===== src/rtl/bsram_port_arbiter.sv =====
// Two-master round-robin front end for one port of a dual-port block SRAM.
// Read results are steered back to the issuing master after READ_LAT cycles.
module bsram_port_arbiter #(
  parameter int A_SIZE   = 10,
  parameter int W_SIZE   = 16,
  parameter int READ_LAT = 1
) (
  input  logic              clk,
  input  logic              reset,
  input  logic              m0_req,
  input  logic              m0_we,
  input  logic [A_SIZE-1:0] m0_addr,
  input  logic [W_SIZE-1:0] m0_wdata,
  output logic              m0_gnt,
  output logic              m0_rvalid,
  output logic [W_SIZE-1:0] m0_rdata,
  input  logic              m1_req,
  input  logic              m1_we,
  input  logic [A_SIZE-1:0] m1_addr,
  input  logic [W_SIZE-1:0] m1_wdata,
  output logic              m1_gnt,
  output logic              m1_rvalid,
  output logic [W_SIZE-1:0] m1_rdata,
  output logic              ram_ce,
  output logic              ram_oce,
  output logic              ram_wre,
  output logic [A_SIZE-1:0] ram_ad,
  output logic [W_SIZE-1:0] ram_din,
  input  logic [W_SIZE-1:0] ram_dout
);

  if (READ_LAT != 1 && READ_LAT != 2) begin : g_bad_read_lat
    $error("bsram_port_arbiter: READ_LAT must be 1 or 2 (got %0d)", READ_LAT);
  end

  // prio_q names the master that wins a tie; it points away from the last grantee.
  logic                prio_q, prio_d;
  logic [READ_LAT-1:0] vld_q, vld_d;
  logic [READ_LAT-1:0] own_q, own_d;
  logic                gnt0, gnt1;
  logic                issue_rd;

  always_comb begin
    gnt0 = 1'b0;
    gnt1 = 1'b0;
    if (!reset) begin
      if (m0_req && (!m1_req || !prio_q)) begin
        gnt0 = 1'b1;
      end else if (m1_req) begin
        gnt1 = 1'b1;
      end
    end
  end

  always_comb begin
    ram_wre = 1'b0;
    ram_ad  = '0;
    ram_din = '0;
    if (gnt0) begin
      ram_wre = m0_we;
      ram_ad  = m0_addr;
      ram_din = m0_wdata;
    end else if (gnt1) begin
      ram_wre = m1_we;
      ram_ad  = m1_addr;
      ram_din = m1_wdata;
    end
  end

  always_comb begin
    issue_rd = (gnt0 & ~m0_we) | (gnt1 & ~m1_we);
    prio_d   = prio_q;
    if (gnt0) begin
      prio_d = 1'b1;
    end else if (gnt1) begin
      prio_d = 1'b0;
    end
  end

  // Tracker stage 0 captures the read issued this cycle; the last stage lines up with ram_dout.
  always_comb begin
    vld_d    = vld_q;
    own_d    = own_q;
    vld_d[0] = issue_rd;
    own_d[0] = gnt1;
    for (int i = 1; i < READ_LAT; i++) begin
      vld_d[i] = vld_q[i-1];
      own_d[i] = own_q[i-1];
    end
  end

  always_ff @(posedge clk) begin
    if (reset) begin
      prio_q <= 1'b0;
      vld_q  <= '0;
      own_q  <= '0;
    end else begin
      prio_q <= prio_d;
      vld_q  <= vld_d;
      own_q  <= own_d;
    end
  end

  assign m0_gnt    = gnt0;
  assign m1_gnt    = gnt1;
  assign ram_ce    = gnt0 | gnt1;
  assign ram_oce   = (READ_LAT == 2);
  assign m0_rvalid = ~reset & vld_q[READ_LAT-1] & ~own_q[READ_LAT-1];
  assign m1_rvalid = ~reset & vld_q[READ_LAT-1] &  own_q[READ_LAT-1];
  assign m0_rdata  = ram_dout;
  assign m1_rdata  = ram_dout;

endmodule


===== config.mk =====
export PLATFORM = sky130hd
export DESIGN_NAME = bsram_port_arbiter
export DESIGN_NICKNAME = d
export VERILOG_FILES = /design/src/rtl/bsram_port_arbiter.sv
export SDC_FILE = /design/constraint.sdc
export NUM_CORES = 1
export LEC_CHECK = 0
export CORE_AREA = 3 3 53 55
export DETAILED_ROUTE_END_ITERATION = 7
export DIE_AREA = 0 0 56 58
export DONT_BUFFER_PORTS = 1
export GPL_ROUTABILITY_DRIVEN = 0
export PLACE_DENSITY_LB_ADDON = 0.25
export RECOVER_POWER = 50
export SYNTH_ARGS = -nofsm -noshare
export SYNTH_HDL_FRONTEND = slang
export SYNTH_SLANG_ARGS = --single-unit

===== constraint.sdc =====
create_clock -name clk -period 1.5 [get_ports clk]
set_input_delay 0.3 -clock clk [delete_from_list [all_inputs] [get_ports clk]]
set_output_delay 0.3 -clock clk [all_outputs]
set_load 0.1 [all_outputs]

==> results by group <==
Yosys
  – Synth Cell Area: 838.3 sq um
  – Synth unique cells: 18
  – Syn nets: 193
  – Yosys warning total: 0
  – Mapped Cells: ~120
  – Yosys top cell area share: 29.55%
  – Main flop type after synthesis: dfxtp_1
  – EDFF count, synth: 0
  – Top cells by area, synth: buf_4, a32oi_1, nor2_1, dfxtp_1, buf_6
  – Syn_area_per_cell: 7.045 sq um
  – Ys async rst share: 0%
  – Yosys top cell by area: buf_4
  – Post-synth top cells: buf_4, nor2_1, a32oi_1, buf_2
  – Sequential-to-total area share from yosys stat: between 7 and 8%
  – FF+latch count, synth: 3

Clocking
  – CTS Hold Buffers Added: 0
  – Clk_lat worst skew: 0.23 ns
  – CTS root buf: clkbuf_4
  – Clock Path Buffers: 2
  – CTS clock-pin slew for the worst setup and hold paths: 0.04 ns
  – Clock sink total: 3
  – Inserted Clock Buffers: 3
  – H-tree depth: 1
  – TritonCTS clock tree: built

Floorplan
  – Std cell rows: 18
  – Starting Density: about a third
  – Die H: 58 microns
  – Width of the die: 56 microns
  – Die ar.: 0.003248 sq mm
  – Core ar.: 0.002432 sq mm
  – I/O pin count: 139

Timing
  – RSZ-0062 raised after global routing: yes
  – Min Tclk post-route: 1.705 ns
  – Final setup margin: -0.2052 ns
  – Final Hold Vio Count: 0
  – Setup Skew: 0.001366 ns
  – Final Max Tran Viols: 0
  – Tcrit/Tclk final: 113.7%
  – Fmax: ~600 MHz
  – Final setup vio count: 29

Detailed routing
  – Detailed Route Iter0 Violations: 27
  – DRT Wirelength: 3.031 mm
  – DRC Markers: 0
  – Total number of vias: 886
  – Via density: 6.068
  – DR WL/cell: slightly above 20 microns
  – Final ANT Viol Nets: 0
  – Drt pass-1 iters: 4

GRT
  – Pin count of the biggest net entering global routing: 37
  – Initial antenna violation count: 0
  – Gr usage total: 17.55%
  – Total gr overflow: 0
  – Vias in the first global route: 928
  – First-pass GRT wire length: 4.443 mm

Power and ir drop
  – Sequential power share: 8.2%
  – Clk pwr share: 12.6%
  – Pwr dens: 678.5 mW/mm^2
  – Leak: 0.5371 nW
  – IR drop worst, VDD: 0.0004694 V
  – Tot Pwr: between 1 and 1.5 mW
  – Sw frac: a little over half
  – Switching pwr: 617.0 uW
  – Combinational power share: 79.2%
  – Internal power contribution: 510.3 uW

Final layout
  – Final Util: between 60% and 70%
  – Post-route cell area: 0.001662 sq mm
  – Area added between synthesis and finish: 98.21%
  – FILL cells: 185
  – Nets: between 150 and 200
  – Layout cell share with drive strength beyond 1: about 83%
  – Antenna Cells: 0

Worst setup path
  – WP data arrival: 1.41 ns
  – Crit end category: output port
  – Largest driver fanout on the critical path: 19
  – WP data required: 1.20 ns
  – Worst Path Class, Setup: flop to output port
  – Startpoint types: flop

Status
  – Outcome: complete, but fails checks
  – Violations in the final reports: negative setup slack

Place
  – Post-DP HPWL: between 2 and 2.5 mm
  – Pre-CTS WS: -0.02434 ns
  – I/O Buffers: 0
  – Placed Area: 0.001426 sq mm

Hold path
  – Hold WC Path Type: primary input to flop

Job
  – Max cap viols: 0
==> worst max-delay path: stages (launching register included) <==
cell and delay [ns]:
dfxtp_4 0.36, a21boi_4 0.19, buf_12 0.19, a32oi_1 0.10, nor2_4 0.15, buf_12 0.18
==> kinds of logic after synthesis <==
logic type,share of synthesized area (%)
AO/OA/AOI/OAI,31.94
flip-flops,7.164
AND/OR/NAND/NOR,19.11
buffers and inverters,41.34
other,0.4473
==> sequential cells by signal, summed over array words and instances (netlist names) <==
register	cells
own_q	1
prio_q	1
vld_q	1
==> final cells by class <==
cell class | count | area (sq um) | share of cell area [%]
clock buffer | 4 | 26.28 | 1.581
sequential | 3 | 63.81 | 3.840
timing repair buffer | 36 | 661.9 | 39.83
tap | 30 | 37.54 | 2.259
multi-input combinational | 73 | 872.1 | 52.49
==> layer usage <==
layer	vias to the layer above	part of all wire [%]	global-route usage, %
met3	16	10	5.122
met2	71	53	29.72
met4	0	1.6	10.51
met5	-	0	0
met1	404	35	19.52
li1	395	-	-
==> metrics by stage <==
stage	instances	setup TNS (ns)	hold WS (ns)
floorplan	119	-3.172	0.3945
CTS	145	-5.094	0.1375
finish	146	-5.110	0.1519
global route	146	-6.785	0.1252
detailed placement	138	-0.1385	0.3833
global placement	138	0	0.3786
==> power by group through the flow <==
stage / Sequential (mW) / Combinational (mW) / Clock (mW)
floorplan: 0.0912 / 1.05 / 0
global placement: 0.0914 / 0.826 / 0
detailed placement: 0.0923 / 0.837 / 0
CTS: 0.0920 / 0.881 / 0.146
global route: 0.0932 / 0.920 / 0.157
finish: 0.0926 / 0.893 / 0.142
==> path summary, 6_finish.rpt <==
kind | depth (start not counted) | from | to | slack (ns)
worst max-delay path | 5 | prio_q$_SDFFE_PP0P_ | ram_ad[3] | -0.21
worst min-delay path | 1 | reset | own_q$_SDFF_PP0_ | 0.15
worst max register to register | 4 | prio_q$_SDFFE_PP0P_ | vld_q$_SDFF_PP0_ | 0.42
worst min register to register | 2 | prio_q$_SDFFE_PP0P_ | prio_q$_SDFFE_PP0P_ | 0.59
==> placed cells by master (no fill, tap or decap) <==
master,count
conb_1,1
a211oi_1,1
buf_12,31
nand2b_4,4
o31ai_2,1
nor3b_4,1
buf_4,4
nand2_4,1
a32oi_4,1
a32oi_1,10
nand2_1,1
and3b_2,1
nor2_4,29
buf_6,1
clkbuf_1,1
dfxtp_1,2
a32oi_2,16
nor2_1,4
a21boi_4,1
nor2b_4,1
clkbuf_4,3
dfxtp_4,1
==> what timing repair did <==
action | CTS | global route
setup endpoints to repair | 29 | 29
resized for setup | 19 | 7
cloned | 2 | 1
buffers inserted | 1 | 0
pin swaps | 1 | 0
No activity file was read; power rests on OpenSTA's default activity.
